==> config.mk <==
export PLATFORM = sky130hd
export DESIGN_NAME = mips_pad_arbiter
export DESIGN_NICKNAME = d
export VERILOG_FILES = /design/src/rtl/mips_pad_pkg.sv /design/src/rtl/mips_pad_fifo.sv /design/src/rtl/mips_pad_arbiter.sv
export SDC_FILE = /design/constraint.sdc
export NUM_CORES = 1
export LEC_CHECK = 0
export ABC_AREA = 1
export BUFFER_PORTS_ARGS = -buffer_cell sky130_fd_sc_hd__buf_2
export CORE_UTILIZATION = 45
export DETAILED_ROUTE_END_ITERATION = 16
export PLACE_DENSITY = 0.72
export SKIP_CTS_REPAIR_TIMING = 1
export SLEW_MARGIN = 15
export SYNTH_ARGS = -nofsm -noshare
export SYNTH_HDL_FRONTEND = slang
export SYNTH_SLANG_ARGS = --single-unit
==> constraint.sdc <==
create_clock -name clk -period 2.9 [get_ports clk]
set_input_delay 0.435 -clock clk [delete_from_list [all_inputs] [get_ports clk]]
set_output_delay 0.435 -clock clk [all_outputs]
set_load 0.05 [all_outputs]
==> src/rtl/mips_pad_pkg.sv <==
// Shared types and helpers for the mips pad arbiter: channel ids, slot FSM states, parity.
package mips_pad_pkg;

  localparam int DATA_W = 16;

  typedef enum logic {CH_PC = 1'b0, CH_ALU = 1'b1} chan_e;

  typedef enum logic [1:0] {IDLE, SEND, GAP} slot_state_e;

  function automatic logic even_par(input logic [DATA_W:0] v);
    return ^v;
  endfunction

endpackage

==> src/rtl/mips_pad_fifo.sv <==
// Per-channel capture FIFO; a push to a full FIFO is kept only when a pop frees a slot that same cycle.
module mips_pad_fifo
  import mips_pad_pkg::*;
#(
  parameter int DEPTH = 4
) (
  input  logic              clk,
  input  logic              reset,
  input  logic              push,
  input  logic              pop,
  input  logic [DATA_W-1:0] din,
  output logic              empty,
  output logic              full,
  output logic              drop,
  output logic [DATA_W-1:0] head
);

  localparam int AW = $clog2(DEPTH);

  logic [AW:0]       wr_ptr;
  logic [AW:0]       rd_ptr;
  logic [DATA_W-1:0] mem [DEPTH];
  logic              do_push;
  logic              do_pop;

  // Extra MSB on the pointers distinguishes full from empty when the indices match.
  assign empty   = (wr_ptr == rd_ptr);
  assign full    = (wr_ptr[AW] != rd_ptr[AW]) && (wr_ptr[AW-1:0] == rd_ptr[AW-1:0]);
  assign do_pop  = pop && !empty;
  assign do_push = push && (!full || do_pop);
  assign drop    = push && !do_push;
  assign head    = mem[rd_ptr[AW-1:0]];

  always_ff @(posedge clk) begin
    if (reset) begin
      wr_ptr <= '0;
      rd_ptr <= '0;
    end else begin
      if (do_push) wr_ptr <= wr_ptr + (AW+1)'(1);
      if (do_pop)  rd_ptr <= rd_ptr + (AW+1)'(1);
    end
  end

  always_ff @(posedge clk) begin
    if (do_push) mem[wr_ptr[AW-1:0]] <= din;
  end

endmodule

==> src/rtl/mips_pad_arbiter.sv <==
// Round-robin share of one 16-bit pad bus between the PC and ALU observation FIFOs.
// Optional registered parity pad enabled by defining PAD_PARITY_EN.
module mips_pad_arbiter
  import mips_pad_pkg::*;
#(
  parameter int DEPTH       = 4,
  parameter int HOLD_CYCLES = 2
) (
  input  logic              clk,
  input  logic              reset,
  input  logic [DATA_W-1:0] pc_in,
  input  logic              pc_cap,
  input  logic [DATA_W-1:0] alu_in,
  input  logic              alu_cap,
  input  logic              ovf_clr,
  output logic [DATA_W-1:0] pad_data,
  output logic              pad_sel,
  output logic              pad_valid,
  output logic              pc_ovf,
  output logic              alu_ovf
`ifdef PAD_PARITY_EN
  ,
  output logic              pad_par
`endif
);

  logic              pc_empty, pc_full, pc_drop, pc_pop;
  logic              alu_empty, alu_full, alu_drop, alu_pop;
  logic [DATA_W-1:0] pc_head, alu_head, head_mux;

  slot_state_e state, state_nxt;
  logic [3:0]  hold_cnt;
  chan_e       last_grant;
  chan_e       grant_ch;
  logic        grant_en;

  logic [DATA_W-1:0] data_q;
  logic              sel_q;

  mips_pad_fifo #(.DEPTH(DEPTH)) u_pc_fifo (
    .clk(clk), .reset(reset), .push(pc_cap), .pop(pc_pop), .din(pc_in),
    .empty(pc_empty), .full(pc_full), .drop(pc_drop), .head(pc_head)
  );

  mips_pad_fifo #(.DEPTH(DEPTH)) u_alu_fifo (
    .clk(clk), .reset(reset), .push(alu_cap), .pop(alu_pop), .din(alu_in),
    .empty(alu_empty), .full(alu_full), .drop(alu_drop), .head(alu_head)
  );

  always_comb begin
    grant_en  = 1'b0;
    state_nxt = state;
    if (!pc_empty && !alu_empty)
      grant_ch = (last_grant == CH_ALU) ? CH_PC : CH_ALU;
    else
      grant_ch = (!alu_empty) ? CH_ALU : CH_PC;
    case (state)
      IDLE: begin
        if (!pc_empty || !alu_empty) begin
          grant_en  = 1'b1;
          state_nxt = SEND;
        end
      end
      SEND: begin
        if (hold_cnt == 4'd0) state_nxt = GAP;
      end
      // The gap cycle already does the idle grant so back-to-back words repeat every HOLD_CYCLES+1.
      GAP: begin
        if (!pc_empty || !alu_empty) begin
          grant_en  = 1'b1;
          state_nxt = SEND;
        end else begin
          state_nxt = IDLE;
        end
      end
      default: state_nxt = IDLE;
    endcase
  end

  assign pc_pop   = grant_en && (grant_ch == CH_PC);
  assign alu_pop  = grant_en && (grant_ch == CH_ALU);
  assign head_mux = (grant_ch == CH_ALU) ? alu_head : pc_head;

  always_ff @(posedge clk) begin
    if (reset) begin
      state      <= IDLE;
      hold_cnt   <= 4'd0;
      last_grant <= CH_ALU;
      pc_ovf     <= 1'b0;
      alu_ovf    <= 1'b0;
    end else begin
      state <= state_nxt;
      if (grant_en) begin
        hold_cnt   <= 4'(HOLD_CYCLES - 1);
        last_grant <= grant_ch;
      end else if (state == SEND && hold_cnt != 4'd0) begin
        hold_cnt <= hold_cnt - 4'd1;
      end
      if (pc_drop)      pc_ovf <= 1'b1;
      else if (ovf_clr) pc_ovf <= 1'b0;
      if (alu_drop)     alu_ovf <= 1'b1;
      else if (ovf_clr) alu_ovf <= 1'b0;
    end
  end

  // Output word registers load on grant; the valid gating below hides their reset value.
  always_ff @(posedge clk) begin
    if (grant_en) begin
      data_q <= head_mux;
      sel_q  <= grant_ch;
    end
  end

  assign pad_valid = (state == SEND);
  assign pad_data  = pad_valid ? data_q : '0;
  assign pad_sel   = pad_valid & sel_q;

`ifdef PAD_PARITY_EN
  logic par_q;

  always_ff @(posedge clk) begin
    if (grant_en) par_q <= even_par({grant_ch, head_mux});
  end

  assign pad_par = pad_valid & par_q;
`endif

endmodule

* After elaboration in Yosys (flattened, before gate mapping)
Memories as Yosys holds them, arrays and structs flattened. A register that Yosys moved wholly into a read port is not among the register bits.
Index checks and enable logic that the tools add are counted.
** Storage, ports and cells
- Bits in registers :: 38
- Bits in writable memories :: 128
- Output and inout port bits :: 20
- Logic and storage cells :: 85
- Memories :: 2
** Memory list
- u_alu_fifo.mem :: words 4, width 16, read ports 1, clocked after memory_dff 1, write ports 1, line mips_pad_fifo.sv:22 : logic [DATA_W-1:0] mem [DEPTH];
- u_pc_fifo.mem :: words 4, width 16, read ports 1, clocked after memory_dff 1, write ports 1, line mips_pad_fifo.sv:22
** Cells by class
- $add $sub $neg :: 5
- Eq/ne operators :: 10
- Mux-type cells :: 24
- Bitwise operators :: 2
- Reductions and logical operators :: 30
** Operators with widths (number)
- $mux 16 :: 2
- $mux 1 :: 15
- $add 3x1->3 const B :: 4
- $logic_and 1x1->1 :: 12
- $mux 2 :: 6
- $eq 3x3->1 :: 2
- $logic_not 1->1 :: 6
- $pmux 2 s3 :: 1
- $reduce_bool 2->1 :: 3
- $eq 2x2->1 :: 2
- $logic_not 4->1 :: 1
- $reduce_bool 4->1 :: 1
- $reduce_or 2->1 :: 2
- $sub 4x1->4 const B :: 1
- $logic_or 1x1->1 :: 3
- $eq 2x1->1 const B :: 1
- $eq 2x2->1 const B :: 1
- $logic_not 2->1 :: 1
- $ne 1x1->1 :: 2
- $ne 2x1->1 const B :: 1
- $ne 2x2->1 const B :: 1
- $reduce_and 2->1 :: 1
- $and 1x1->1 :: 1
- $not 1->1 :: 1

* Logic depth before layout (Yosys ltp)
Gate-level depths: netlist of the first run.
- Depth after elaboration :: 12
- Depth in mapped cells :: 11

* Hierarchy
A second synthesis of the first run with hierarchy kept.
** Second synthesis, totals
- Cell total of the unflattened synthesis :: 606
- Area total of the unflattened synthesis :: 6929.1 sq um
** Modules (own cells, without submodules)
- mips_pad_fifo :: instances 2, cells each 222, area each 2836.5 sq um, seq. area each 2082.0 sq um
- mips_pad_arbiter :: instances 1, cells each 162, area each 1256.2 sq um, seq. area each 690.7 sq um

* Worst setup path after synthesis of the first run
Ideal clock, no wire load.
- Kind :: flip-flop to flip-flop
- From :: register u_pc_fifo.wr_ptr[0]
- To :: memory u_alu_fifo.mem[0][0], enable pin
- Data arrival time :: 1.797 ns
- Required time :: 2.511 ns
- Slack :: 0.715 ns
- Stages on the path, launching flop included :: 8
- Clock period less this slack :: 2.185 ns
- Cells stage by stage :: dfxtp_1 > xnor2_1 > nand3_2 > nand2_2 > nand3_2 > nand2_2 > nand2_2 > nor2_1
** On the way
- Longest elaborated chain between the ends :: 11
- Elaborated cells on any way between the ends :: 13
- Those cells by class :: 1 x eq/ne; 5 x mux; 7 x reduce/logical
** RTL lines
- start: declaration :: line mips_pad_fifo.sv:20 : logic [AW:0] wr_ptr;
- start signal: assignment :: line mips_pad_fifo.sv:39 : if (do_push) wr_ptr <= wr_ptr + (AW+1)'(1);
- $eq 3x3->1 (*) :: line mips_pad_fifo.sv:27 : assign empty = (wr_ptr == rd_ptr);
- $logic_not 1->1 (*) :: line mips_pad_arbiter.sv:53, mips_pad_arbiter.sv:59, mips_pad_arbiter.sv:69
- $logic_or 1x1->1 :: line mips_pad_arbiter.sv:59, mips_pad_arbiter.sv:69
- $mux 1 :: line mips_pad_arbiter.sv:59, mips_pad_arbiter.sv:69
- $mux 1
- $logic_and 1x1->1 (*) :: line mips_pad_arbiter.sv:81 : assign alu_pop = grant_en && (grant_ch == CH_ALU);
- $logic_and 1x1->1 (*) :: line mips_pad_fifo.sv:29 : assign do_pop = pop && !empty;
- $logic_or 1x1->1 (*) :: line mips_pad_fifo.sv:30 : assign do_push = push && (!full || do_pop);
- $logic_and 1x1->1 (*) :: line mips_pad_fifo.sv:30
- $mux 1 (*) :: line mips_pad_fifo.sv:45 : if (do_push) mem[wr_ptr[AW-1:0]] <= din;
- $mux 1 (implied by the code) (*) :: line mips_pad_fifo.sv:45
- end: declaration :: line mips_pad_fifo.sv:22
Mark *: on every way between the ends. The rest lies on a longest branch, timed or not.

* Final worst setup path of the first run
- From :: register state[0]
- To :: output pad_data[2]
** On the way
- Longest elaborated chain between the ends :: 2
** RTL lines
- start: declaration :: line mips_pad_arbiter.sv:31 : slot_state_e state, state_nxt;
- start signal: assignment :: line mips_pad_arbiter.sv:92 : state <= state_nxt;
- $eq 2x1->1 :: line mips_pad_arbiter.sv:114 : assign pad_valid = (state == SEND);
- $mux 16 :: line mips_pad_arbiter.sv:115 : assign pad_data = pad_valid ? data_q : '0;
- end: declaration :: line mips_pad_arbiter.sv:16 : output logic [DATA_W-1:0] pad_data,
No other way between the ends.

==> impl_metrics.toml, run 1 <==
[status]
outcome = "complete, but fails checks"
violations = "DRC"

[routing]
vias_per_cell = 5.30
dr.pass1.iters = 10
drc = 4
wl_per_cell_um = 16.5
finalWirelength_um = 13900
vias = 4466
drtIter0Drc = 380
antenna_left = 0

[grt]
grt_usage_pct = 18.9
met1_usage_pct = 24.9
overflow = 0
met2_usage_pct = 29.8
grt_pass1_wl_um = 22300
grt_max_degree = 35
grt.busiest_layer = "met2"
gr-usage-met3_pct = 5.31
antenna_found_initial = 0
grt_pass1_vias = 4412

[timing]
slew_headroom_pct = 51.7
clock-skew-final_ns = 0.0114
tightest_slew_ns = 0.724
finalHoldViolCount = 0
drv_slew = 0
tns_ns = 0
max_freq_mhz = 471
setup_viol = 0
final.min_clock_period_ns = 2.12
finalCritPeriodShare_pct = 73.2
rsz0062_at_grt = "false"

[clock_network]
cts_buffers = 17
cts_root_buffer = "clkbuf_16"
insertion_delay_ns = 0.43
clkTransAtPathRegs_ns = 0.07
numClockSinks = 170
cts_tree = "built"
htreeDepth = 4
cts_buffer_depth = 2

[setup_path]
start_kind = "flip-flop"
critPathRequiredTime_ns = 2.47
slowest_stage = "buf_2"
crit_family = "buffers and inverters"
crit_arrival_ns = 1.69
cp_cell_sequence = "inv_1 -> nor2_4 -> inv_2 -> nor2_1 -> buf_2"
rrSetupSlack_ns = 0.81
critPathBufInv = 3
crit_type = "reg -> out"
cp-end-kind = "primary output"
critPathMaxFanout = 19
cpPeakStageDelay_ns = 0.31

[synthesis]
netlist_top_cells_count = "nor2_1, edfxtp_1, o21ai_0"
synth_edf_count = 145
syn_inst = 582
yosys-top-cells-area = "edfxtp_1, nor2_1, dfxtp_1"
synth_seq_area_share_pct = 70.7
synth_ff_type = "edfxtp_1"
syn_avg_cell_area_um2 = 11.8
yosysMostFrequentCell = "nor2_1"
synth_top_cell_by_area = "edfxtp_1"
yosys.cell_types.count = 28
syn_area_um2 = 6860
ys_async_sr_fraction_pct = 0
postSynthRegisterBits = 170
synth_fp_nets = 630
synth_top_area_share_pct = 63.4
ys.warnings.count = 0

[pwr]
leakagePower_uw = 0.00304
power.density_cell_area_nw_per_um2 = 943
ir_drop_v = 0.000489

[floorplanning]
die_y_um = 125
start_util_pct = 46.7
dieWidth_um = 125
ios = 57
die_area_um2 = 15700
rows = 44
coreArea_um2 = 14700

[cells_and_area]
fin_util_pct = 54.1
areaGrowthSynthToFinish_pct = 15.8
nNetsFinal = 693
final-instance-count-excl-fill = 842
fin_area_um2 = 7950
drive_gt1_share_pct = 17.8
diodes = 0

[job]
drv_cap = 0

[worst_hold_path]
min_path_type = "in -> reg"

[placement]
io_buffers = 56
dp.cells = 810
dp.final_hpwl_um = 9330
place_congestion = 0.822
place_area_um2 = 7360
-- where the power goes --
group	switching, uW	internal (uW)	total [uW]
Sequential	126	3050	3170
Combinational	1500	560	2060
Clock	972	1290	2260
Total	2600	4890	7490
-- cells by family after synthesis --
logic type	count (synthesis)	synth area share (%)
simple gates	218	13.3
buf+inv	75	4.28
compound gates	99	8.57
xor+xnor	9	1.15
fa+ha+maj	11	2.01
flops	170	70.7
-- registers in the layout (all words and copies together), names as in the netlist, named ones only --
register,flops
u_alu_fifo.mem,64
u_pc_fifo.mem,64
data_q,16
hold_cnt,4
u_alu_fifo.rd_ptr,3
u_alu_fifo.wr_ptr,3
u_pc_fifo.rd_ptr,3
u_pc_fifo.wr_ptr,3
state,2
alu_ovf,1
last_grant,1
pc_ovf,1
sel_q,1
-- stage by stage --
step                power [uW]  setup slack, ns  hold WS, ns
global placement          5220            0.917        0.454
finish                    7490            0.777        0.223
detailed placement        5280            0.865        0.459
floorplan                 4740            0.715        0.437
CTS                       7530            0.757        0.205
global route              7880            0.563        0.207
-- cell type report --
type                       instances  area, um2
inverter                          51        191
sequential                       170       4850
timing repair buffer              68        370
clock buffer                      17        425
clock inverter                    15        161
tap                              184        230
multi-input combinational        337       1710
fill                            1169       6750
-- placed cells by master (no fill, tap or decap), types with 4 or more instances in the layout --
master     instances
o21ai_0           52
buf_4             12
ha_1              11
nor2_1           162
o32ai_1           16
inv_6              5
a21oi_1           10
a31oi_1           17
nand2_4            4
inv_1             49
nand3_1           12
dfxtp_1           25
clkbuf_16         17
buf_2             56
clkinv_2           4
nand2_1           27
xnor2_1            4
xor2_1             5
edfxtp_1         145
-- worst register-to-register path, delay by kind of cell (launching register included) --
kind	cells	cell delay, ns
and+or+nand+nor	9	1.02
buffers and inverters	2	0.35
DFF	1	0.40
-- routing by layer --
layer / vias to the layer above / part of all wire [%] / wire, um
met5: - / 0 / 0
met4: 0 / 1.7 / 230
met3: 25 / 7.6 / 1060
met2: 151 / 48 / 6600
met1: 2148 / 43 / 6000
li1: 2142 / - / -
-- final timing paths --
kind | start | endpoint | cells after the start
max | state[0]$_SDFFE_PP0P_ | pad_data[2] | 5
min | alu_in[6] | u_alu_fifo.mem[3][6]$_DFFE_PP_ | 1
max reg2reg | u_pc_fifo.wr_ptr[1]$_SDFFE_PP0P_ | u_pc_fifo.mem[3][0]$_DFFE_PP_ | 11
min reg2reg | alu_ovf$_SDFFE_PP0P_ | alu_ovf$_SDFFE_PP0P_ | 2
No activity file was read; power rests on OpenSTA's default activity.
==> run 2, diff against run 1 <==
Settings changed: ABC_AREA 1 to 0.
Clock period 2.9 ns to 2.17 ns, I/O delays scaled along.
==> run 2 against run 1 <==
Compared with the run above: the run now ends clean; combinational power rose by 47%; non-clock buffer count rose by 8; core utilization rose by 1.6 points; clock power rose by 25%; hold slack got worse by 0.11 ns; critical path type unchanged; final area rose by 2.9%.
==> impl_metrics.toml, run 2 <==
[synthesis]
yosys-top-cells-area = "edfxtp_1, mux4_2, dfxtp_1"
ys.warnings.count = 0
syn_area_um2 = 6850
netlist_top_cells_count = "edfxtp_1, mux4_2, and2_1, dfxtp_1, inv_1"
synth_ff_type = "edfxtp_1"
synth_seq_area_share_pct = 70.9
yosys.cell_types.count = 45
synth_edf_count = 145
syn_inst = 380
postSynthRegisterBits = 170
synth_top_area_share_pct = 63.6
synth_fp_nets = 428
syn_avg_cell_area_um2 = 18.0
ys_async_sr_fraction_pct = 0
synth_top_cell_by_area = "edfxtp_1"
yosysMostFrequentCell = "edfxtp_1"

[setup_path]
start_kind = "flip-flop"
slowest_stage = "dfxtp_4"
cp_cell_sequence = "buf_4 -> nand2b_1 -> inv_2 -> buf_6 -> and2_1 -> clkbuf_4"
critPathRequiredTime_ns = 1.84
crit_arrival_ns = 1.73
critPathMaxFanout = 18
cp-end-kind = "primary output"
r2r_cells = 5
crit_type = "reg -> out"
cpPeakStageDelay_ns = 0.39

[floorplanning]
ios = 57
coreArea_um2 = 14700
dieWidth_um = 125
rows = 44
die_area_um2 = 15700
die_y_um = 125
start_util_pct = 46.6

[routing]
antenna_left = 0
vias_per_cell = 5.30
vias = 3475
dr.pass1.iters = 6
drc = 0
wl_per_cell_um = 18.2
drtIter0Drc = 189
finalWirelength_um = 12000

[grt]
grt_usage_pct = 16.3
grt_pass1_vias = 3571
grt_pass1_wl_um = 18900
antenna_found_initial = 0
grt_max_degree = 23
overflow = 0

[timing]
holdWs_ns = 0.114
max_freq_mhz = 487
slew_headroom_pct = 58.9
finalHoldViolCount = 0
final.min_clock_period_ns = 2.06
tightest_slew_ns = 0.611
setup_viol = 0
finalCritPeriodShare_pct = 94.7
clock-skew-final_ns = 0.00761
drv_slew = 0

[cells_and_area]
diodes = 0
nNetsFinal = 507
areaGrowthSynthToFinish_pct = 19.4
n_fill_cell = 1096
multiInputGateArea_um2 = 1870
regArea_um2 = 4860
layout_common_cells = "edfxtp_1, buf_2, mux4_2"
drive_gt1_share_pct = 33.9
fin_util_pct = 55.6
fin_area_um2 = 8180
layout_commonest_cell = "edfxtp_1"
final-instance-count-excl-fill = 656

[placement]
dp.final_hpwl_um = 7960
place_congestion = 0.790
dp.cells = 624
io_buffers = 56
place_area_um2 = 7570

[pwr]
power.density_cell_area_nw_per_um2 = 1230
leakagePower_uw = 0.00289
ir_drop_v = 0.000625

[job]
drv_cap = 0

[worst_hold_path]
min_path_type = "in -> reg"
worstHoldPathCells = 1

[status]
outcome = "finished clean"

[clock_network]
htreeDepth = 4
insertion_delay_ns = 0.42
cts_tree = "built"
cts_root_buffer = "clkbuf_16"
cts_buffer_depth = 2
clkTransAtPathRegs_ns = 0.06
numClockSinks = 170
cts_buffers = 17
-- run 2: changes by cell type in the layout (fill, tap and decap cells not counted), sizes merged, moves of 6 or more --
cell / previous run / this run
o32ai: 16 / 0
a21oi: 13 / 7
nand2: 34 / 12
a31oi: 17 / 1
buf: 68 / 62
mux4: 0 / 32
mux2: 0 / 20
nor2: 164 / 10
o21ai: 53 / 2
clkbuf: 17 / 34
nand3: 15 / 1
inv: 58 / 19
and2: 0 / 25
-- run 2: power breakdown --
| part | internal, uW | switching (uW) |
|---|---|---|
| registers | 4090 | 160 |
| clock network | 1600 | 1230 |
| logic | 1350 | 1670 |
| total | 7040 | 3060 |
-- run 2: cell type report --
class	count	share of cell area (%)
Clock buffer	20	5.34
Clock inverter	12	1.44
Inverter	15	0.688
Multi-Input combinational cell	179	22.8
Sequential cell	170	59.4
Tap cell	184	2.81
Timing Repair Buffer	76	7.51
-- run 2: final timing paths --
kind	from	end	slack, ns
hold reg to reg	pc_ovf$_SDFFE_PP0P_	pc_ovf$_SDFFE_PP0P_	0.48
setup reg to reg	u_pc_fifo.rd_ptr[2]$_SDFFE_PP0P_	u_alu_fifo.mem[1][9]$_DFFE_PP_	0.14
setup / recovery	state[0]$_SDFFE_PP0P_	pad_data[11]	0.11
hold / removal	alu_in[14]	u_alu_fifo.mem[0][14]$_DFFE_PP_	0.11
-- run 2: logic make-up (layout without fill, tap and decap cells) --
logic type      after synthesis  after routing  share of synthesized area [%]
buf+inv                      31            123                           1.99
xor+xnor                     11             11                           1.41
simple gates                 70             70                           5.65
mux                          56             56                           14.8
compound gates               31             31                           3.23
flops                       170            170                           70.9
fa+ha+maj                    11             11                           2.01
-- run 2: worst max-delay path, delay by kind of cell (launching register included) --
family / cells / cell delay [ns]
buffers and inverters: 4 / 0.64
AND/OR/NAND/NOR: 2 / 0.26
flip-flops: 1 / 0.39
-- run 2: layer usage --
metal	GRT usage [%]	share of wire, %	vias to the layer above
li1	-	-	1644
met2	25.3	48	82
met3	4.62	4.5	15
met1	22.1	46	1734
met4	6.17	1.2	0
met5	0	0	-
-- run 2: through the flow --
| step | total power [uW] | setup TNS [ns] | setup WS, ns |
|---|---|---|---|
| 2_1_floorplan | 6440 | 0 | 0.00977 |
| 3_3_place_gp | 7210 | 0 | 0.168 |
| 3_5_place_dp | 7290 | 0 | 0.102 |
| 4_1_cts | 10100 | -2.00 | -0.152 |
| 5_1_grt | 10500 | -0.00714 | -0.00714 |
| 6_report | 10100 | 0 | 0.115 |
